## src/rtl/counter_job_arbiter.sv

```systemverilog
`default_nettype none
// ============================================================================
// Module      : counter_job_arbiter
// Description : Shares one universal_counter between two requesters. Each
//               client submits a counting job (start value, direction, tick
//               count). Requests are arbitrated round-robin in IDLE, then
//               the counter's load/incr/pause controls are sequenced to run
//               the job. Completion is reported with a one-cycle done pulse
//               and the final counter value.
// Revision    : 1.0 - initial release
//
// Optional build macro:
//   COUNTER_CHECK_EN - when defined, the expected result (data +/- len) is
//                      computed in LOAD and compared against the counter in
//                      DONE; any mismatch sets the sticky err flag. When
//                      undefined, err is tied low.
//
// Ports:
//   clock, reset_n           - system clock (rising edge), async active-low reset
//   req0/req1                - job requests, held until the matching gnt is seen
//   data0/data1              - job start values
//   dir0/dir1                - 1 = count up, 0 = count down
//   len0/len1                - number of count ticks
//   hold0/hold1              - pause request, honoured only from the owner in RUN
//   ctr_value                - current value from the universal_counter
//   gnt0/gnt1                - grant (one-hot or zero), high LOAD..DONE
//   done0/done1              - one-cycle completion pulse
//   busy                     - high whenever a job is in progress
//   final_value              - counter value captured in DONE
//   ctr_data/load/incr/pause - controls driven to the universal_counter
//   err                      - sticky result-mismatch flag
// ============================================================================
module counter_job_arbiter #(
  parameter int WIDTH = 4,
  parameter int LEN_W = 4
) (
  input  logic             clock,
  input  logic             reset_n,
  input  logic             req0,
  input  logic             req1,
  input  logic [WIDTH-1:0] data0,
  input  logic [WIDTH-1:0] data1,
  input  logic             dir0,
  input  logic             dir1,
  input  logic [LEN_W-1:0] len0,
  input  logic [LEN_W-1:0] len1,
  input  logic             hold0,
  input  logic             hold1,
  input  logic [WIDTH-1:0] ctr_value,
  output logic             gnt0,
  output logic             gnt1,
  output logic             done0,
  output logic             done1,
  output logic             busy,
  output logic [WIDTH-1:0] final_value,
  output logic [WIDTH-1:0] ctr_data,
  output logic             ctr_load,
  output logic             ctr_incr,
  output logic             ctr_pause,
  output logic             err
);

  typedef enum logic [1:0] {
    S_IDLE = 2'd0,
    S_LOAD = 2'd1,
    S_RUN  = 2'd2,
    S_DONE = 2'd3
  } state_t;

  state_t           r_state;
  state_t           w_next;
  logic             r_owner;      // client owning the current job
  logic             r_last;       // client granted most recently
  logic [WIDTH-1:0] r_data;
  logic             r_dir;
  logic [LEN_W-1:0] r_len;
  logic [LEN_W-1:0] r_remaining;
  logic [WIDTH-1:0] r_final;

  logic             w_any_req;
  logic             w_pick;
  logic             w_hold;

  assign w_any_req = req0 | req1;
  // On a tie the client not granted last wins; otherwise the sole requester.
  assign w_pick    = (req0 && req1) ? ~r_last : req1;
  assign w_hold    = r_owner ? hold1 : hold0;

  // --------------------------------------------------------------------------
  // Next-state and counter-control decode
  // --------------------------------------------------------------------------
  always_comb begin
    w_next    = r_state;
    ctr_load  = 1'b0;
    ctr_pause = 1'b1;
    case (r_state)
      S_IDLE: begin
        if (w_any_req) w_next = S_LOAD;
      end
      S_LOAD: begin
        ctr_load  = 1'b1;
        ctr_pause = 1'b0;
        w_next    = (r_len == '0) ? S_DONE : S_RUN;
      end
      S_RUN: begin
        ctr_pause = w_hold;
        // The final tick is applied by the counter in this same cycle.
        if (!w_hold && (r_remaining == LEN_W'(1))) w_next = S_DONE;
      end
      S_DONE: begin
        w_next = S_IDLE;
      end
      default: w_next = S_IDLE;
    endcase
  end

  // --------------------------------------------------------------------------
  // State and job registers
  // --------------------------------------------------------------------------
  always_ff @(posedge clock or negedge reset_n) begin
    if (!reset_n) begin
      r_state     <= S_IDLE;
      r_owner     <= 1'b0;
      r_last      <= 1'b1;
      r_data      <= '0;
      r_dir       <= 1'b1;
      r_len       <= '0;
      r_remaining <= '0;
      r_final     <= '0;
    end else begin
      r_state <= w_next;
      case (r_state)
        S_IDLE: begin
          if (w_any_req) begin
            r_owner <= w_pick;
            r_data  <= w_pick ? data1 : data0;
            r_dir   <= w_pick ? dir1  : dir0;
            r_len   <= w_pick ? len1  : len0;
          end
        end
        S_LOAD: r_remaining <= r_len;
        S_RUN: begin
          if (!w_hold) r_remaining <= r_remaining - LEN_W'(1);
        end
        S_DONE: begin
          r_final <= ctr_value;
          r_last  <= r_owner;
        end
        default: ;
      endcase
    end
  end

  // --------------------------------------------------------------------------
  // Outputs
  // --------------------------------------------------------------------------
  assign busy        = (r_state != S_IDLE);
  assign gnt0        = busy & ~r_owner;
  assign gnt1        = busy &  r_owner;
  assign done0       = (r_state == S_DONE) & ~r_owner;
  assign done1       = (r_state == S_DONE) &  r_owner;
  assign final_value = r_final;
  assign ctr_data    = r_data;
  assign ctr_incr    = r_dir;

`ifdef COUNTER_CHECK_EN
  logic [WIDTH-1:0] r_expected;
  logic             r_err;
  logic [WIDTH-1:0] w_len_ext;

  assign w_len_ext = WIDTH'(r_len);

  always_ff @(posedge clock or negedge reset_n) begin
    if (!reset_n) begin
      r_expected <= '0;
      r_err      <= 1'b0;
    end else begin
      if (r_state == S_LOAD)
        r_expected <= r_dir ? (r_data + w_len_ext) : (r_data - w_len_ext);
      if ((r_state == S_DONE) && (ctr_value != r_expected))
        r_err <= 1'b1;
    end
  end

  assign err = r_err;
`else
  assign err = 1'b0;
`endif

endmodule
`default_nettype wire
```

## config.mk

```make
export PLATFORM = sky130hd
export DESIGN_NAME = counter_job_arbiter
export DESIGN_NICKNAME = d
export VERILOG_FILES = /design/src/rtl/counter_job_arbiter.sv
export SDC_FILE = /design/constraint.sdc
export NUM_CORES = 1
export LEC_CHECK = 0
export ABC_AREA = 0
export CAP_MARGIN = 20
export CORE_ASPECT_RATIO = 0.7
export CORE_MARGIN = 10
export CORE_UTILIZATION = 44
export CTS_CLUSTER_SIZE = 20
export DETAILED_ROUTE_END_ITERATION = 8
export PLACE_DENSITY = 0.79
export RECOVER_POWER = 25
export SLEW_MARGIN = 10
export SYNTH_ARGS = -nofsm -noshare
export SYNTH_HDL_FRONTEND = slang
export SYNTH_SLANG_ARGS = --single-unit
export TNS_END_PERCENT = 5
```

## constraint.sdc

```tcl
create_clock -name clock -period 1.96 [get_ports clock]
set_input_delay 0.392 -clock clock [delete_from_list [all_inputs] [get_ports clock]]
set_output_delay 0.392 -clock clock [all_outputs]
set_load 0.05 [all_outputs]
```

* Yosys cells after proc, flatten, opt, wreduce, memory -nomap -nowiden *
Index checks and enable logic that the tools add are counted.

word-level totals
  register bits = 21
  input bits = 28
  output and inout port bits = 17
  word-level logic and storage cells = 46

operators by class
  add/subtract/negate cells = 1
  equal/unequal tests = 7
  multiplexer cells = 13
  bitwise logic cells = 7
  reduce and logical (&&, ||, !) cells = 10

operator list
  kind                                                                number
  4-bit 2-to-1 mux                                                    3
  2-bit case mux with 4 select lines                                  1
  4-bit case mux with 2 select lines                                  1
  2-bit inequality test, second input constant                        3
  2-bit AND reduction                                                 3
  1-bit 2-to-1 mux                                                    5
  1-bit bitwise AND                                                   4
  2-bit == test, second input constant                                2
  4-bit by 1-bit == test with 1-bit output, second input constant     1
  4-bit zero test                                                     1
  2-bit 2-to-1 mux                                                    2
  2-bit nonzero test                                                  2
  4-bit by 1-bit subtractor with 4-bit output, second input constant  1
  2-bit by 1-bit == test with 1-bit output, second input constant     1
  1-bit logical AND                                                   2
  2-bit zero test                                                     1
  1-bit inverter                                                      2
  1-bit case mux with 2 select lines                                  1
  1-bit zero test                                                     1
  1-bit bitwise OR                                                    1

* Depth between registers and ports, before layout *
  depth in word-level cells = 5
  gate-level depth with buffers = 6
  mapped depth without buffers = 5

* Worst setup path after synthesis *
OpenSTA, ideal clock, no wires.

  kind = reg-to-output
  start point = reg r_state[1]
  end point = out ctr_pause
  arrival time = 1.919 ns
  data required time = 1.568 ns
  slack = -0.351 ns
  cell stages (with the launch flop) = 5
  buffers on the path = 0
  cells stage by stage = dfrtp_1 > inv_1 > ha_1 > nor2b_1 > a21oi_1

on the way
  cells in the longest elaborated chain, start to end = 2
  elaborated cells between the ends (all ways) = 3
  those cells by class = eq/ne: 2; mux: 1

RTL lines
  element                                                                    RTL line  RTL
  from (decl)                                                                70        state_t r_state;
  from (signal assigned)                                                     131       r_state <= w_next;
  2-bit == test or 2-bit by 1-bit == test with 1-bit output (tied branches)  96        case (r_state)
  1-bit case mux with 2 select lines (*)                                     96
  to (decl)                                                                  59        output logic ctr_pause,

Mark *: on every way between the ends. The rest lies on a longest branch, timed or not.

* Worst setup path after layout *
  start point = reg r_state[0]
  end point = out ctr_pause

The elaborated chain is that of the path after synthesis.

==> run metrics <==
status finished clean; drt pass-1 iters 4; Fillers around 170; Max Root-Sink Buffers 2; Leakage Power 0.800 nW; Antenna Cells 0; max_slew headroom 0.245; CP peak stage delay approximately 0.39 ns; DIE AREA roughly 5300 um2; Startpoint Class flop; hold crit path type flop to flop; Setup TNS 0 ns; Crit path required time approximately 1.6 ns; share of the synthesized area in the top cell type 0.394; RSZ-0062 raised after global routing false; Remaining DRCs 0; port buffer count 43; part of the power in combinational logic 0.667; asr flop ratio synth 1.00; NetSw approximately 0.0016 W; Synth area leader dfrtp_1; Worst setup EP type output pin; Avg Inst Size Synth about 10 um2; Top FF cell, synth dfrtp_1; wire per inst approximately 16 um; layout cell share with drive strength beyond 1 0.233; FP Rows 15; CTS buffer count 3; initial antenna violation count 0; Yosys cell types 38; max frequency between 500 and 600 MHz; crit path time final approximately 1.9 ns; Worst-path clk slew roughly 0.08 ns; mapped cell area roughly 1200 um2; Yosys reg bits 21; clock insertion delay at the later pin of the skew report 0.26 ns; synth cell count leaders dfrtp_1, nand2_1, o21ai_1, mux2i_1, nor2_1; Final nets just under 200; max cap viols 0; CTS Sinks 21; CP max FO 4; post-synthesis mux area share 0.161; Total GRT Usage 0.128; CP Buf/Inv Count 2; overall power 0.00343 W; final hold slack between 0.5 and 0.6 ns; Post-Route WL around 3200 um; via count between 1000 and 1500; Fin Clk Skew 0.00489 ns; GP Congestion just over 0.8; multi-input logic area roughly 640 um2; Final ANT Viol Nets 0; Worst Max-Slew Pin Slew between 1 and 1.5 ns; Int Power between 0.0015 and 0.002 W; Worst path top cell family by delay flip-flops; sw frac 0.472; Hold Buf Count CTS 0; fin crit share 0.971; Die Span Y around 64 um; H-tree lvl count 1; Worst path slowest cell dfrtp_1; Finished Layout Cells just under 200; maximum vdd drop 1320 uV; Starting Density 0.476; crit path cell chain buf_4 > ha_1 > nor2b_2 > a21oi_4 > buf_12; first-pass GRT wire length about 5400 um; Adder-Cell Fraction of Synth Area 0.0622; synth top area cells dfrtp_1, mux2i_1, ha_1; io pins 45; Syn. warnings 0; CTS tree done; Final Setup Violations 0; main combinational cell family by area after synthesis multiplexers; Root Buffer clkbuf_8; number of flops mapped to enable cells by yosys 0; register area share after synthesis 0.438; storage element area around 530 um2; WS Path Type flop to output pin; Slew Viols, Final 0; routed vias/inst 5.24; Synth Area in XOR/XNOR 0; largest net degree at the start of global routing 22; die width 82.6 um; dpl cells between 150 and 200; Seq pwr share 0.252; count leader, synth dfrtp_1; Final HPWL DP 2640 um; Final Hold Viols 0; Post-Synthesis Cells 116; DR iter-0 viols 35; Compound-Gate Fraction of Synth Area 0.148; clock power share 0.081; Arr. time, crit path roughly 1.5 ns; Post-Synth Simple-Gate Area 0.140; Layout area overhead 51.2%; Synthesized Nets 150; vias in the first global route around 1100; Power Density roughly 1900 nW/um2; gr ovfl total 0; Core ar. roughly 2500 um2
power by group through the flow:
stage	registers [W]	logic, W	clock network [W]
floorplan	0.00112	0.00112	0
global placement	0.000844	0.00217	0
detailed placement	0.000862	0.00225	0
CTS	0.000854	0.00228	0.000286
global route	0.000894	0.00244	0.000306
finish	0.000864	0.00229	0.000279
through the flow:
step           instance area [um2]  setup WS (ns)  utilization
2_1_floorplan                 1220          0.122            -
3_3_place_gp                  1760          0.179        0.695
3_5_place_dp                  1760          0.155        0.695
4_1_cts                       1810         0.0407        0.716
5_1_grt                       1820        0.00423        0.720
6_report                      1820         0.0566        0.720
metal layers:
metal / track usage / part of all wire / wire (um) / vias to the layer above
met5: 0 / 0 / 0 / -
met4: 0.0292 / 0.0093 / 30 / 0
met3: 0.0698 / 0.12 / 376 / 6
met2: 0.190 / 0.45 / 1450 / 51
met1: 0.158 / 0.43 / 1390 / 477
li1: - / - / - / 498
cell type report:
class	count	area share
Clock buffer	3	0.0226
Clock inverter	1	0.00274
Inverter	6	0.0123
Multi-Input combinational cell	83	0.353
Sequential cell	21	0.290
Tap cell	34	0.0233
Timing Repair Buffer	49	0.296
flip-flops by register name, indices dropped and copies added (netlist names):
name         flops
r_owner          1
r_state          2
ctr_data         4
r_len            4
r_remaining      4
ctr_incr         1
r_last           1
final_value      4
worst reg2reg max path, stage by stage (launching register included):
cell	delay, ns
dfrtp_2	0.45
inv_1	0.11
ha_1	0.18
buf_4	0.15
nor4bb_1	0.31
a221oi_1	0.15
a211oi_2	0.23
kinds of logic (layout without fill, tap and decap cells):
family                     count (synthesis)  after routing
and+or+nand+nor                           33             33
other                                      1              1
AOI/OAI and AO/OA                         26             26
adders and majority gates                  6              6
buffers and inverters                     12             59
muxes                                     17             17
DFF                                       21             21
placed cells by master (no fill, tap or decap), types with 2 or more instances in the layout:
cell type and n:
buf_12 7, inv_1 6, o21ai_1 11, buf_4 6, dfrtp_1 18, dfstp_2 2
ha_1 4, nor2_1 7, ha_2 2, mux2_2 5, nand2_1 12, clkbuf_8 3
nor3_1 2, a221oi_1 2, nor2b_2 2, mux2i_1 10, clkdlybuf4s50_1 34, o211ai_1 2
final timing paths:
path | start | endpoint | slack [ns] | cells after the start
worst max-delay path | r_state[0] | ctr_pause | 0.06 | 5
worst min-delay path | ctr_data[1] | ctr_data[1] | 0.50 | 2
worst max register to register | r_state[1] | r_state[0] | 0.30 | 6
worst min register to register | ctr_data[1] | ctr_data[1] | 0.50 | 2
max in group asynchronous | reset_n | r_state[1] | 0.34 | 2
min in group asynchronous | reset_n | r_state[1] | 0.87 | 2
repair_timing:
action,in CTS,in global routing
endpoints found under the hold margin,0,0
endpoints found under the setup margin,1,3
gates resized for setup,0,6
cloned,0,0
pin swaps,0,0
buffers inserted,1,0
Power figures use the tool's default switching activity.
